$ cat src/rtl/fir_symm_tdm.sv
// Symmetric-coefficient FIR filter built around one time-shared pre-adder, multiplier and
// accumulator, with run-time loadable coefficients and rounding/saturating output.
module fir_symm_tdm #(
  parameter  int unsigned DW    = 10,
  parameter  int unsigned CW    = 10,
  parameter  int unsigned NTAPS = 5,
  parameter  int unsigned OW    = 20,
  parameter  int unsigned SHIFT = 0,
  localparam int unsigned H     = (NTAPS + 1) / 2,
  localparam int unsigned TW    = (H > 1) ? $clog2(H) : 1
) (
  input  logic                 clk,
  input  logic                 rst_x,
  input  logic                 clk_en,
  input  logic                 clr,
  input  logic                 in_valid,
  output logic                 in_ready,
  input  logic signed [DW-1:0] filter_in,
  output logic                 out_valid,
  output logic signed [OW-1:0] filter_out,
  input  logic                 coef_wr,
  input  logic [TW-1:0]        coef_addr,
  input  logic signed [CW-1:0] coef_data,
  output logic                 coef_err
);

  localparam int unsigned AW = DW + 1 + CW + $clog2(H);
  localparam int unsigned PW = CW + DW + 1;
  localparam int unsigned EW = (AW + 1 > OW) ? AW + 1 : OW + 1;

  localparam logic signed [EW-1:0] RndK = (SHIFT > 0) ? (EW'(1) << (SHIFT - 1)) : '0;
  localparam logic signed [EW-1:0] MaxV = {{(EW - OW + 1){1'b0}}, {(OW - 1){1'b1}}};
  localparam logic signed [EW-1:0] MinV = {{(EW - OW + 1){1'b1}}, {(OW - 1){1'b0}}};

  typedef enum logic [1:0] {StIdle, StMac, StOut} state_e;

  state_e               r_state;
  logic signed [DW-1:0] r_x [NTAPS];
  logic signed [CW-1:0] r_coef [H];
  logic signed [AW-1:0] r_acc;
  logic [TW-1:0]        r_tap;
  logic                 r_in_ready;
  logic                 r_out_valid;
  logic                 r_coef_err;
  logic signed [OW-1:0] r_filter_out;

  logic                 w_accept;
  logic                 w_coef_ok;
  logic signed [DW-1:0] w_xa;
  logic signed [DW-1:0] w_xb;
  logic signed [CW-1:0] w_c;
  logic                 w_mid;
  logic signed [DW:0]   w_pre;
  logic signed [PW-1:0] w_prod;
  logic signed [AW-1:0] w_prod_ext;
  logic signed [EW-1:0] w_rnd;
  logic signed [EW-1:0] w_shf;
  logic signed [OW-1:0] w_sat;

  assign w_accept  = in_valid & r_in_ready;
  assign w_coef_ok = (r_state == StIdle) && !w_accept && ({1'b0, coef_addr} < (TW + 1)'(H));

  // Select the mirrored sample pair and coefficient for the current tap.
  always_comb begin
    w_xa  = '0;
    w_xb  = '0;
    w_c   = '0;
    w_mid = 1'b0;
    for (int k = 0; k < int'(H); k++) begin
      if (r_tap == TW'(k)) begin
        w_xa  = r_x[k];
        w_xb  = r_x[int'(NTAPS) - 1 - k];
        w_c   = r_coef[k];
        w_mid = ((NTAPS % 2) == 1) && (k == int'(H) - 1);
      end
    end
  end

  // Centre tap of an odd-length filter is used once, not doubled.
  assign w_pre      = w_mid ? {w_xa[DW-1], w_xa}
                            : {w_xa[DW-1], w_xa} + {w_xb[DW-1], w_xb};
  assign w_prod     = PW'(w_c) * PW'(w_pre);
  assign w_prod_ext = AW'(w_prod);

  assign w_rnd = EW'(r_acc) + RndK;
  assign w_shf = w_rnd >>> SHIFT;
  assign w_sat = (w_shf > MaxV) ? MaxV[OW-1:0] :
                 (w_shf < MinV) ? MinV[OW-1:0] : w_shf[OW-1:0];

  always_ff @(posedge clk or negedge rst_x) begin
    if (!rst_x) begin
      r_state      <= StIdle;
      r_acc        <= '0;
      r_tap        <= '0;
      r_in_ready   <= 1'b1;
      r_out_valid  <= 1'b0;
      r_coef_err   <= 1'b0;
      r_filter_out <= '0;
      for (int k = 0; k < int'(NTAPS); k++) r_x[k] <= '0;
      for (int k = 0; k < int'(H); k++) r_coef[k] <= '0;
    end else if (clk_en) begin
      r_coef_err <= coef_wr & ~w_coef_ok;
      if (coef_wr && w_coef_ok) r_coef[coef_addr] <= coef_data;
      if (clr) begin
        // Flush history and any result in flight; coefficients survive.
        r_state     <= StIdle;
        r_acc       <= '0;
        r_tap       <= '0;
        r_in_ready  <= 1'b1;
        r_out_valid <= 1'b0;
        for (int k = 0; k < int'(NTAPS); k++) r_x[k] <= '0;
      end else begin
        r_out_valid <= 1'b0;
        unique case (r_state)
          StIdle: begin
            if (w_accept) begin
              r_x[0] <= filter_in;
              for (int k = 1; k < int'(NTAPS); k++) r_x[k] <= r_x[k-1];
              r_acc      <= '0;
              r_tap      <= '0;
              r_in_ready <= 1'b0;
              r_state    <= StMac;
            end
          end
          StMac: begin
            r_acc <= r_acc + w_prod_ext;
            r_tap <= r_tap + 1'b1;
            if (r_tap == TW'(H - 1)) r_state <= StOut;
          end
          StOut: begin
            r_filter_out <= w_sat;
            r_out_valid  <= 1'b1;
            r_in_ready   <= 1'b1;
            r_state      <= StIdle;
          end
          default: begin
            r_in_ready <= 1'b1;
            r_state    <= StIdle;
          end
        endcase
      end
    end
  end

  assign in_ready   = r_in_ready;
  assign out_valid  = r_out_valid;
  assign filter_out = r_filter_out;
  assign coef_err   = r_coef_err;

endmodule
$ cat config.mk
export PLATFORM = sky130hd
export DESIGN_NAME = fir_symm_tdm
export DESIGN_NICKNAME = d
export VERILOG_FILES = /design/src/rtl/fir_symm_tdm.sv
export SDC_FILE = /design/constraint.sdc
export NUM_CORES = 1
export LEC_CHECK = 0
export ABC_AREA = 0
export CORE_MARGIN = 2
export CORE_UTILIZATION = 57
export DETAILED_ROUTE_END_ITERATION = 16
export MAX_ROUTING_LAYER = met4
export PLACE_DENSITY = 0.79
export SYNTH_ARGS = -nofsm -noshare
export SYNTH_HDL_FRONTEND = slang
export SYNTH_SLANG_ARGS = --single-unit
$ cat constraint.sdc
create_clock -name clk -period 9.1 [get_ports clk]
set_clock_uncertainty 0.05 [all_clocks]
set_input_delay 1.365 -clock clk [delete_from_list [all_inputs] [get_ports clk]]
set_output_delay 1.365 -clock clk [all_outputs]
set_load 0.01 [all_outputs]
Yosys cells after proc, flatten, opt, wreduce, memory -nomap -nowiden
Cells that the tools add are included.

operators by class
  add/subtract/negate cells = 3
  $mul = 1
  magnitude comparators = 5
  equality and inequality tests = 7
  multiplexer cells = 34
  bitwise logic cells = 5
  reductions and logical operators = 16

operators by type and width
  kind                  count
  $mux 50               3
  $mux 10               10
  $mux 23               2
  $pmux 23 s2           1
  $mux 20               2
  $bwmux 30             1
  $add 23x21->23        1
  $gt 23x20->1 const B  1
  $lt 23x20->1 const B  1
  $mul 10x11->21        1
  $demux 10 s2          1
  $reduce_and 3->1      5
  $add 10x10->11        1
  $mux 11               1
  $mux 2                5
  $pmux 2 s2            2
  $ne 3x3->1 const B    2
  $mux 1                5
  $eq 2x1->1 const B    2
  $eq 2x2->1 const B    2
  $logic_and 1x1->1     4
  $logic_not 2->1       2
  $reduce_bool 2->1     2
  $ge 3x3->1 const B    1
  other kinds (11)      13

word-level totals
  flip-flop bits (word level) = 130
  input port bits = 28
  output and inout bits = 23
  word-level logic and storage cells = 86

Longest topological paths before layout
  depth after elaboration = 10
  depth in mapped cells = 37
  gate-level depth less buffers = 34

Worst setup path before layout
No wires, ideal clock.

  path type = register to register
  from = register r_tap[0]
  to = register r_acc[22]
  setup time = 132 ps
  data arrival time = 8363 ps
  data required time = 8918 ps
  path slack = 555 ps
  cell stages (with the launch flop) = 36
  buffers on the path = 5
  clock period less this slack = 8545 ps
  cell sequence = dfrtp_1 > inv_1 > ha_1 > buf_2 > buf_1 > buf_1 > clkbuf_1 > a21oi_1 > a21oi_1 > ha_1 > a21o_1 > a21oi_2 > o21bai_1 > a211o_1 > and3_1 > o31a_1 > o31a_1 > buf_6 > nand2b_4 > fa_1 > inv_1 > fa_1 > fa_1 > fa_1 > inv_1 > fa_1 > inv_1 > ha_1 > a21o_1 > a211oi_1 > o22a_1 > o211ai_1 > o31ai_1 > o21ai_0 > xnor2_1 > o21ai_0

on the way
  cells in the longest elaborated chain, start to end = 10
  elaborated cells between the ends (all ways) = 19
  classes of those cells = 2 x add/sub; 1 x mul; 2 x eq/ne; 13 x mux; 1 x reduce/logical

ends and longest elaborated chain
  element                   line  text
  start: declaration        41    logic [TW-1:0] r_tap;
  start signal: assignment  127   r_tap <= r_tap + 1'b1;
  $logic_not 2->1           70    if (r_tap == TW'(k)) begin
  $mux 10 (3 in series)     70
  $add 10x10->11            81    : {w_xa[DW-1], w_xa} + {w_xb[DW-1], w_xb};
  $mux 11                   80    assign w_pre = w_mid ? {w_xa[DW-1], w_xa}
  $mul 10x11->21 (*)        82    assign w_prod = PW'(w_c) * PW'(w_pre);
  $add 23x21->23 (*)        126   r_acc <= r_acc + w_prod_ext;
  $pmux 23 s2 (*)           114   unique case (r_state)
  $mux 23 (*)               104   if (clr) begin
  end signal: assignment    126
  end: declaration          40    logic signed [AW-1:0] r_acc;

Mark *: on every way between the ends. The rest lies on a longest branch, timed or not.
A chain may end at the register's enable or synchronous reset.

Worst setup path after layout
Ends and elaborated chain as after synthesis.

==> flow_summary.ini <==
[critical_path]
arrival_ps = 8940
crit_path_start = r_tap[0]$_DFFE_PN0P_
cp-start-kind = flop
worstReg2RegEnd = r_acc[22]$_DFFE_PN0P_
crit_slowest_cell = ha_2
r2r_cells = 30
rrSetupSlack_ps = 400
crit_top_cell = fa_1
cp_max_fo = 40
path_class = reg -> reg
required_ps = 9340
max_stage_delay_ps = 690
endpoint_kind = flop
reg2reg_from = r_tap[0]$_DFFE_PN0P_

[floorplan]
rows = 51
die_area_um2 = 21100
start_util_pct = 58.1
die-height_um = 145
ios = 51
die_w_um = 145
core_area_um2 = 19500

[global_routing]
groute.layer.met1.usage_pct = 32.6
top_usage_layer = met2
grt_max_degree = 74
grt_pass1_vias = 8969
grt_first_pass_wirelength_um = 44300
antenna_found_initial = 0
grt_use_met2_pct = 44.9
overflow = 0
grt.met3_usage_pct = 4.97
grt_usage_pct = 27.0

[cts]
ctsLongestPathBuffers = 2
cts_hold_buf = 0
cts_num_sinks = 130
cts_buffers = 17
post_cts_buffers = 0
htree_levels = 4
tritoncts = built
clk_pin_slew_ps = 60
ctsRootBufferMaster = clkbuf_16
clock_latency_ps = 440
cts-resized-gates = 0

[timing]
worst_slack_ps = 399
relSlewSlack_pct = 20.2
max_freq_ghz = 0.115
post-route-min-period_ps = 8700
post-route-period-util_pct = 95.6
slew_violations = 0
fin_setup_tns_ps = 0
finalSetupViolCount = 0
rsz0062_at_grt = false
worst_pin_slew_ps = 1200
hold_violations = 0

[logic_synthesis]
netlist-cell-type-count = 54
synth_flop_cell = dfrtp_1
synth-edff-count = 0
syn_avg_cell_area_um2 = 9.64
synth_warnings = 0
synthArstFlopShare_pct = 100
ys_ff_latch = 130
syn_inst = 1177
synth_area_um2 = 11400
synth-seq-area-share_pct = 28.7
syn-num-nets = 1406

[hold_path]
hold_class = reg -> reg
min_delay_worst_endpoint = filter_out[1]$_DFFE_PN0P_
hold_path_depth = 2
min_from = filter_out[1]$_DFFE_PN0P_

[route]
drtAntennaViolNets = 0
wl_per_cell_um = 17.2
drtIter0Drc = 519
viasPerCell = 5.73
via_count = 8573
drc = 0
dr.pass1.iters = 5
drt_wl_total_um = 25800

[status]
status = complete, no violations

[layout]
fin_util_pct = 65.3
antenna_cells = 0
area_delta_synth_final_pct = 12.3
fillCellCount = 1552
postLayoutCellArea_um2 = 12700
finalNetCount = 1448
drive_gt1_share_pct = 9.33

[place]
placed_area_um2 = 12200
place_ws_ps = 490
dp_hpwl_um = 19200
io_buffers = 50
place_congestion = 0.924

[pwr]
sw_frac_of_total_pct = 47.1
total_power_uw = 4230
power.leakage_uw = 0.00645
p_per_area_nw_per_um2 = 332
pwr-share-comb_pct = 66.6
seqPwrFrac_pct = 17.5
p_int_uw = 2240
peakVddDrop_mv = 0.366
switchingPower_uw = 1990
clkPwrFrac_pct = 15.9

[run]
max-cap-violations = 0
-- worst max-delay path by stage --
stage,end,slack [ps]
final,r_acc[22]$_DFFE_PN0P_,400
after floorplan,r_acc[22]$_DFFE_PN0P_,560
after global placement,r_acc[22]$_DFFE_PN0P_,760
after global routing,r_acc[22]$_DFFE_PN0P_,5
after CTS,r_acc[22]$_DFFE_PN0P_,480
after detailed placement,r_acc[22]$_DFFE_PN0P_,490
-- logic make-up after synthesis --
kind of cell             Yosys count  synth area share [%]
AO/OA/AOI/OAI                    232                  13.6
multiplexers                      48                  4.66
buffers and inverters            220                  7.37
AND/OR/NAND/NOR                  295                  12.0
flip-flops                       130                  28.7
adder cells (fa/ha/maj)          201                  29.7
XOR/XNOR                          51                  3.94
-- cell usage after synthesis (all sizes together) (33+ instances only) --
library cell	count	area, µm²
nor2	78	293
inv	172	646
xnor2	33	289
o21ai	61	305
ha	87	1090
a21oi	56	288
fa	114	2280
clkbuf	39	146
nand2	131	492
dfrtp	129	3230
mux2	39	439
a22o	59	517
-- per-stage QoR --
| stage | std cells | hold WS [ps] |
|---|---|---|
| floorplan | 1177 | 422 |
| global placement | 1465 | 400 |
| detailed placement | 1465 | 405 |
| CTS | 1497 | 418 |
| global route | 1497 | 441 |
| finish | 1497 | 412 |
-- area by class of cell --
cell class | instances | area [µm²] | share of cell area, %
clock buffer | 19 | 443 | 3.47
clock inverter | 13 | 126 | 0.991
inverter | 172 | 646 | 5.06
multi-input combinational | 827 | 7290 | 57.2
sequential | 130 | 3250 | 25.5
tap | 265 | 332 | 2.60
timing repair buffer | 71 | 659 | 5.17
-- power by group through the flow --
stage,Combinational [µW],Sequential (µW),Clock [µW]
2_1_floorplan,2190,720,0
3_3_place_gp,2690,743,0
3_5_place_dp,2780,746,0
4_1_cts,2830,736,682
5_1_grt,3230,747,710
6_report,2820,739,673
-- per-layer routing --
metal,part of all wire (%),up-vias,routed length (µm)
met5,0,-,0
met4,3.5,0,905
met3,5.4,76,1400
met2,50,270,12900
met1,41,4285,10600
li1,-,3942,-
-- registers in the layout (all words and copies together), names as in the netlist --
register,count
coef_err,1
r_tap,2
filter_out,20
r_acc,23
r_x,50
r_coef,30
out_valid,1
r_state,2
in_ready,1
-- cells in the final DEF (no fill, tap or decap), types with 33 or more instances in the layout --
cell type | synthesis | final
a21oi_1 | 54 | 54
a22o_1 | 59 | 59
clkdlybuf4s50_1 | 0 | 49
dfrtp_1 | 129 | 129
fa_1 | 114 | 114
ha_1 | 87 | 86
inv_1 | 172 | 172
mux2_2 | 39 | 39
nand2_1 | 131 | 131
nor2_1 | 78 | 78
o21ai_0 | 59 | 59
xnor2_1 | 33 | 33
-- worst max-delay path, delay by kind of cell, from the launching register on --
| kind | cells | cell delay [ps] |
|---|---|---|
| compound gates | 14 | 3210 |
| xor+xnor | 1 | 160 |
| fa+ha+maj | 8 | 3840 |
| buf+inv | 4 | 240 |
| flops | 1 | 410 |
| simple gates | 3 | 630 |
No activity file was read; power rests on OpenSTA's default activity.
